==> config.mk <==
export PLATFORM = sky130hd
export DESIGN_NAME = operand_issue_stage
export DESIGN_NICKNAME = d
export VERILOG_FILES = /design/src/rtl/operand_issue_stage_pkg.sv /design/src/rtl/operand_bypass_mux.sv /design/src/rtl/operand_issue_stage.sv
export SDC_FILE = /design/constraint.sdc
export NUM_CORES = 1
export LEC_CHECK = 0
export BUFFER_PORTS_ARGS = -buffer_cell sky130_fd_sc_hd__buf_2
export CAP_MARGIN = 0
export CORE_AREA = 3 3 211 213
export DETAILED_ROUTE_END_ITERATION = 12
export DIE_AREA = 0 0 214 216
export PLACE_DENSITY_LB_ADDON = 0.1
export SYNTH_ARGS = -nofsm -noshare
export SYNTH_HDL_FRONTEND = slang
export SYNTH_SLANG_ARGS = --single-unit
==> constraint.sdc <==
create_clock -name clk -period 11.7 [get_ports clk]
set_input_delay 3.51 -clock clk [delete_from_list [all_inputs] [get_ports clk]]
set_output_delay 3.51 -clock clk [all_outputs]
set_load 0.01 [all_outputs]
==> src/rtl/operand_issue_stage_pkg.sv <==
// rtl/operand_issue_stage_pkg.sv - shared widths and forwarding-entry layout for the operand issue stage
package operand_issue_stage_pkg;

    localparam int XLEN_DEFAULT = 32;
    localparam int RA_W_DEFAULT = 5;

    // Flattened forwarding entry, LSB first: valid, wen, data_ok, addr[RA_W], data[XLEN]
    localparam int FWD_VALID_BIT = 0;
    localparam int FWD_WEN_BIT   = 1;
    localparam int FWD_OK_BIT    = 2;
    localparam int FWD_ADDR_LSB  = 3;

    function automatic int fwd_data_lsb(input int ra_w);
        return FWD_ADDR_LSB + ra_w;
    endfunction

    function automatic int fwd_entry_w(input int ra_w, input int xlen);
        return FWD_ADDR_LSB + ra_w + xlen;
    endfunction

endpackage

==> src/rtl/operand_bypass_mux.sv <==
// rtl/operand_bypass_mux.sv - selects one source operand from alt value, forwarding network or register file
module operand_bypass_mux
    import operand_issue_stage_pkg::*;
#(
    parameter int XLEN    = XLEN_DEFAULT,
    parameter int RA_W    = RA_W_DEFAULT,
    parameter int NUM_FWD = 3,
    localparam int EW     = fwd_entry_w(RA_W, XLEN),
    localparam int DLSB   = fwd_data_lsb(RA_W)
) (
    input  logic                   src_use,
    input  logic [RA_W-1:0]        src_addr,
    input  logic [XLEN-1:0]        src_alt,
    input  logic [XLEN-1:0]        rf_rdata,
    input  logic [NUM_FWD*EW-1:0]  fwd_entries,
    output logic [XLEN-1:0]        src_value,
    output logic                   src_ready
);

    logic [EW-1:0] entry;

    // Walk oldest to youngest so the youngest matching producer overrides.
    always_comb begin
        src_value = '0;
        src_ready = 1'b1;
        entry     = '0;
        if (!src_use) begin
            src_value = src_alt;
        end else if (src_addr != '0) begin
            src_value = rf_rdata;
            for (int i = NUM_FWD - 1; i >= 0; i--) begin
                entry = fwd_entries[i*EW +: EW];
                if (entry[FWD_VALID_BIT] && entry[FWD_WEN_BIT] &&
                    entry[FWD_ADDR_LSB +: RA_W] == src_addr) begin
                    src_ready = entry[FWD_OK_BIT];
                    src_value = entry[FWD_OK_BIT] ? entry[DLSB +: XLEN] : '0;
                end
            end
        end
    end

endmodule

==> src/rtl/operand_issue_stage.sv <==
// rtl/operand_issue_stage.sv - single-entry issue register with operand bypass and hazard stall counting
module operand_issue_stage
    import operand_issue_stage_pkg::*;
#(
    parameter int XLEN      = XLEN_DEFAULT,
    parameter int RA_W      = RA_W_DEFAULT,
    parameter int NUM_SRC   = 2,
    parameter int NUM_FWD   = 3,
    parameter int PAYLOAD_W = 96
) (
    input  logic                      clk,
    input  logic                      reset,
    input  logic                      in_valid,
    output logic                      in_ready,
    input  logic [PAYLOAD_W-1:0]      in_payload,
    input  logic [NUM_SRC-1:0]        in_src_use,
    input  logic [NUM_SRC*RA_W-1:0]   in_src_addr,
    input  logic [NUM_SRC*XLEN-1:0]   in_src_alt,
    output logic [NUM_SRC*RA_W-1:0]   rf_raddr,
    input  logic [NUM_SRC*XLEN-1:0]   rf_rdata,
    input  logic [NUM_FWD-1:0]        fwd_valid,
    input  logic [NUM_FWD-1:0]        fwd_wen,
    input  logic [NUM_FWD-1:0]        fwd_data_ok,
    input  logic [NUM_FWD*RA_W-1:0]   fwd_addr,
    input  logic [NUM_FWD*XLEN-1:0]   fwd_data,
    input  logic                      flush,
    output logic                      out_valid,
    input  logic                      out_ready,
    output logic [PAYLOAD_W-1:0]      out_payload,
    output logic [NUM_SRC*XLEN-1:0]   out_src,
    output logic [15:0]               stall_cnt
);

    localparam int EW = fwd_entry_w(RA_W, XLEN);

    logic                    held_valid;
    logic [PAYLOAD_W-1:0]    held_payload;
    logic [NUM_SRC-1:0]      held_use;
    logic [NUM_SRC*RA_W-1:0] held_addr;
    logic [NUM_SRC*XLEN-1:0] held_alt;

    logic [NUM_FWD*EW-1:0]   fwd_entries;
    logic [NUM_SRC-1:0]      src_ready;
    logic                    all_ready;
    logic                    load;

    for (genvar f = 0; f < NUM_FWD; f++) begin : g_fwd_pack
        assign fwd_entries[f*EW +: EW] = {fwd_data[f*XLEN +: XLEN], fwd_addr[f*RA_W +: RA_W],
                                          fwd_data_ok[f], fwd_wen[f], fwd_valid[f]};
    end

    for (genvar s = 0; s < NUM_SRC; s++) begin : g_src
        operand_bypass_mux #(
            .XLEN    (XLEN),
            .RA_W    (RA_W),
            .NUM_FWD (NUM_FWD)
        ) u_mux (
            .src_use     (held_use[s]),
            .src_addr    (held_addr[s*RA_W +: RA_W]),
            .src_alt     (held_alt[s*XLEN +: XLEN]),
            .rf_rdata    (rf_rdata[s*XLEN +: XLEN]),
            .fwd_entries (fwd_entries),
            .src_value   (out_src[s*XLEN +: XLEN]),
            .src_ready   (src_ready[s])
        );
    end

    assign all_ready   = &src_ready;
    assign out_valid   = held_valid & all_ready & ~flush;
    assign in_ready    = ~flush & (~held_valid | (out_valid & out_ready));
    assign load        = in_valid & in_ready;
    assign rf_raddr    = held_addr;
    assign out_payload = held_payload;

    always_ff @(posedge clk) begin
        if (reset) begin
            held_valid   <= 1'b0;
            held_payload <= '0;
            held_use     <= '0;
            held_addr    <= '0;
            held_alt     <= '0;
        end else if (flush) begin
            held_valid <= 1'b0;
        end else if (load) begin
            held_valid   <= 1'b1;
            held_payload <= in_payload;
            held_use     <= in_src_use;
            held_addr    <= in_src_addr;
            held_alt     <= in_src_alt;
        end else if (out_valid && out_ready) begin
            held_valid <= 1'b0;
        end
    end

    // Only operand hazards count; downstream back-pressure does not.
    always_ff @(posedge clk) begin
        if (reset) begin
            stall_cnt <= '0;
        end else if (held_valid && !flush && !all_ready && stall_cnt != 16'hFFFF) begin
            stall_cnt <= stall_cnt + 16'd1;
        end
    end

endmodule

After elaboration in Yosys (flattened, before gate mapping). Cells that the tools add are included.

Bits in registers: 189. Input port bits: 361. Output and inout bits: 188. Word-level logic and storage cells: 68.

Add/sub/neg operators: 1. Eq/ne operators: 7. Muxes and demuxes: 25. Bitwise operators: 8. Reduce and logical (&&, ||, !) cells: 21.

Operator list (count): 32-bit two-way mux (13); 5-bit equality test (6); 16-bit by 1-bit adder with 16-bit output, second input constant (1); 16-bit != test, second input constant (1); 1-bit logical AND (13); 1-bit two-way mux (12); 5-bit nonzero test (2); 1-bit bitwise AND (5); 2-bit AND reduction (2); 1-bit zero test (2); 1-bit NOT (2); 2-bit nonzero test (1); 2-bit OR reduction (1); 1-bit bitwise OR (1).

Logic depth before layout (Yosys ltp).
Depth after elaboration: 15. Gate-level depth with buffers: 10.

Hierarchy. From an unflattened synthesis, not the netlist that was laid out.

Cells, all modules: 1365. Area, all modules: 10885.4 um^2.

Modules (own cells, without submodules): operand_issue_stage (instances 1, cells each 869, area an instance 6856.6 um^2); operand_bypass_mux (instances 2, cells each 248, area an instance 2014.4 um^2).

Least setup slack after synthesis. OpenSTA, ideal clock, no wires.

Path type: input to output. Start point: input port fwd_addr[8]. End point: output port out_valid. Arrival: 5.316 ns. Required time: 8.190 ns. Slack: 2.874 ns. Stages: 9. Path buffers: 3. Cells stage by stage: xor2_1 nor4_1 nand4_1 a211o_1 a22oi_2 buf_2 buf_4 buf_4 nor3b_1.

Word-level cells in the longest chain between the ends: 9.

RTL lines: start: declaration (RTL line operand_issue_stage.sv:24) `input logic [NUM_FWD*RA_W-1:0] fwd_addr,`; 5-bit equality test (RTL line operand_bypass_mux.sv:34) `entry[FWD_ADDR_LSB +: RA_W] == src_addr) begin`; 1-bit logical AND (RTL line operand_bypass_mux.sv:33) `if (entry[FWD_VALID_BIT] && entry[FWD_WEN_BIT] &&`; 1-bit two-way mux (2 in a row) (RTL line operand_bypass_mux.sv:33); 1-bit two-way mux (RTL line operand_bypass_mux.sv:29) `end else if (src_addr != '0) begin`; 1-bit two-way mux (RTL line operand_bypass_mux.sv:27) `if (!src_use) begin`; 2-bit AND reduction * (RTL line operand_issue_stage.sv:68) `assign all_ready = &src_ready;`; 1-bit bitwise AND * (2 in a row) (RTL line operand_issue_stage.sv:69) `assign out_valid = held_valid & all_ready & ~flush;`; end: declaration (RTL line operand_issue_stage.sv:27) `output logic out_valid,`.

Every way passes the cells marked *; elsewhere a longest branch is shown, timed or not.

Worst setup path in the final report.
Start point: input port fwd_addr[2]. End point: output port out_valid.

Word-level cells in the longest chain between the ends: 8.

RTL lines (RTL line): 5-bit equality test (operand_bypass_mux.sv:34); 1-bit logical AND (operand_bypass_mux.sv:33); 1-bit two-way mux (operand_bypass_mux.sv:33); 1-bit two-way mux (operand_bypass_mux.sv:29); 1-bit two-way mux (operand_bypass_mux.sv:27); 2-bit AND reduction * (operand_issue_stage.sv:68); 1-bit bitwise AND * (2 in a row) (operand_issue_stage.sv:69).

Marks and branches as above.

==> impl_metrics.toml <==
[critical_path]
critical_path.cell_chain = "buf_2, xnor2_1, nand4_1, nor3_2, buf_4, a21oi_1, a22oi_2, buf_4, nor3b_1, buf_2"
cp-start-kind = "input port"
max_stage_delay_ps = 610
reg2reg_depth = 10
timing.rr.start = "rf_raddr[8]$_SDFFE_PP0P_"
reg2reg_to = "out_payload[77]$_SDFFE_PP0P_"
path_class = "input port to primary output"
cp_slowest_cell = "buf_4"
rrSetupSlack_ps = 7070
crit_start = "fwd_addr[2]"
cp_max_fo = 66
required_ps = 8190
critPathCaptureType = "primary output"
worst_ep_arrival_time_ps = 5930

[yosys]
synth.avg_cell_area_sq_um = 8.572
postSynth.asyncResetShare_pct = 0
ys.flop_type = "dfxtp_1"
synth_fp_nets = 1763
ys_seq_area_share_pct = 31.51
ys_types = 44
syn_area_sq_um = 12010
synth_edf_count = 0
synth_common_cells = "344 x nand2b_1, 236 x mux2i_1, 189 x dfxtp_1"
syn_inst = 1401
synth.area.top_cells = "dfxtp_1 32%, mux2i_1 20%, nand2b_1 18%, a211oi_1 4.0%, a31oi_1 3.3%"
synth_top_area_cell = "dfxtp_1"
synth_top_area_share_pct = 31.51
ys_seq_elements = 189
ys.warnings.count = 0
synth.most_common_cell = "nand2b_1"

[routing]
via_per_inst = 4.818
via_count = 11850
drc_errors = 0
wirelength_um = 51240
ant_nets = 0
drtIter0Drc = 791
firstDrtPassIters = 5
wl_per_cell_um = 20.83

[die]
die_width_um = 214
io_pins = 549
core_sq_um = 42890
rows = 76
die_area_sq_um = 46220
initial_core_util_pct = 28.00
die_height_um = 216

[grt]
grt.total_usage_pct = 21.51
grt_pass1_wl_um = 75980
grt_start_max_net_pins = 138
grt_pass1_vias = 11890
grt_antenna_before_repair = 22
grt-ovfl-total = 0

[cts]
clk_pin_slew_ps = 70
clk_path_buf_depth = 2
cts.sinks = 189
cts_resized = 0
cts_tree = "yes"
cts_setup_buffers = 0
cts_max_level = 4
root_buffer = "clkbuf_16"
insertion_delay_ps = 460
cts_buffers = 17
holdBufCountCts = 0

[power]
report.power.total_w = 0.001711
p_per_area_nw_per_um2 = 109.4
p_leak_nw = 7.403
ir_drop_mv = 0.1025

[hold_path]
holdPathEnd = "held_alt[53]$_SDFFE_PP0P_"
whs_path_depth = 2
hold_start = "held_alt[53]$_SDFFE_PP0P_"
worstHoldPathType = "flop to flop"

[timing]
rsz0062_at_grt = "false"
setup_viol = 0
fin_crit_ps = 9436
worst_slew_pin_slew_ps = 1029
fin_worst_skew_ps = 9.959
relSlewSlack_pct = 31.43
hold_viol_final = 0
hold_slack_ps = 469.9
finalCritPeriodShare_pct = 80.65
slew_violations = 0
fin_setup_tns_ps = 0
timing.fmax_mhz = 106.0

[final_layout]
postLayoutCoreUtil_pct = 36.48
syn_to_final_growth_pct = 30.27
nNetsFinal = 2216
drive_gt1_share_pct = 32.83
nFillCells = 4588

[place]
gp_congestion = 0.9336
hpwl_um = 38090
port_buffers = 548

[status]
status = "finished, final reports clean"

[run]
cap_violations = 0
-- layer usage --
layer	GRT usage [%]	vias to the layer above	share of wire, %
li1	-	5783	-
met5	0	-	0.29
met2	37.15	434	49
met4	7.814	24	2.3
met1	25.05	5539	41
met3	6.815	73	7.3
-- worst max-delay path by stage --
stage                     cells after the start         to
after floorplan                               9  out_valid
after global placement                       10  out_valid
after detailed placement                     10  out_valid
after CTS                                    10  out_valid
after global routing                         11   in_ready
final                                        10  out_valid
-- logic make-up after synthesis --
family | count (synthesis) | synth area share (%)
XOR/XNOR | 30 | 2.188
multiplexers | 242 | 20.23
AND/OR/NAND/NOR | 455 | 23.41
AO/OA/AOI/OAI | 287 | 15.04
adder cells (fa/ha/maj) | 1 | 0.1042
flip-flops | 189 | 31.51
buffers and inverters | 197 | 7.512
-- cell type report --
type                            instances  area [sq um]  area share, %
Clock inverter                         13         152.6         0.9758
Timing Repair Buffer                  565          2892          18.48
Antenna cell                            8         20.02         0.1280
Multi-Input combinational cell       1015          7361          47.05
Sequential cell                       189          3786          24.20
Clock buffer                           19         452.9          2.895
Inverter                               66         247.7          1.584
Tap cell                              585         732.0          4.679
-- report_power, final --
part | internal [W] | switching (W) | leakage (nW)
clock | 0.000332 | 0.000292 | 0.292
sequential | 0.000683 | 0.0000313 | 1.55
combinational | 0.000176 | 0.000197 | 5.56
-- per-stage QoR --
step                instances  worst slack [ps]  cell area (sq um)
finish                   2460              2264              15640
global route             2459              1997              15640
global placement         2420              2157              15020
CTS                      2452              2187              15620
detailed placement       2420              2228              15020
floorplan                1401              2874              12010
-- worst max-delay path: cells and delay by family --
| family | cells | cell delay, ps |
|---|---|---|
| compound gates | 2 | 390 |
| xor+xnor | 1 | 180 |
| buf+inv | 4 | 1200 |
| simple gates | 3 | 600 |
-- flip-flops by register name (all words and copies together), names as in the netlist --
signal       cells
out_payload     96
held_use         2
held_valid       1
held_alt        64
stall_cnt       16
rf_raddr        10
-- cell usage in the layout, fill, tap and decap left out, types with 3 or more instances in the layout --
cell type   count
xor2_1         21
nand2b_1      344
clkbuf_16      17
o31ai_1         8
diode_2         8
clkbuf_8        3
or4_1          10
and2_1         32
xnor2_1         9
nor2b_1         6
mux2i_1       236
dfxtp_1       187
and3_4          3
and3_1          7
inv_8           3
clkinvlp_4      3
nor3_1          5
nor2_1         15
inv_1          66
o22ai_1        64
a21oi_1        77
a211oi_1       64
buf_2         547
nand3_1         7
nand2_1         7
a31oi_1        64
nand4_1         8
buf_4          16
mux2_2          4
nor4_1          3
No activity file was read; power rests on OpenSTA's default activity.
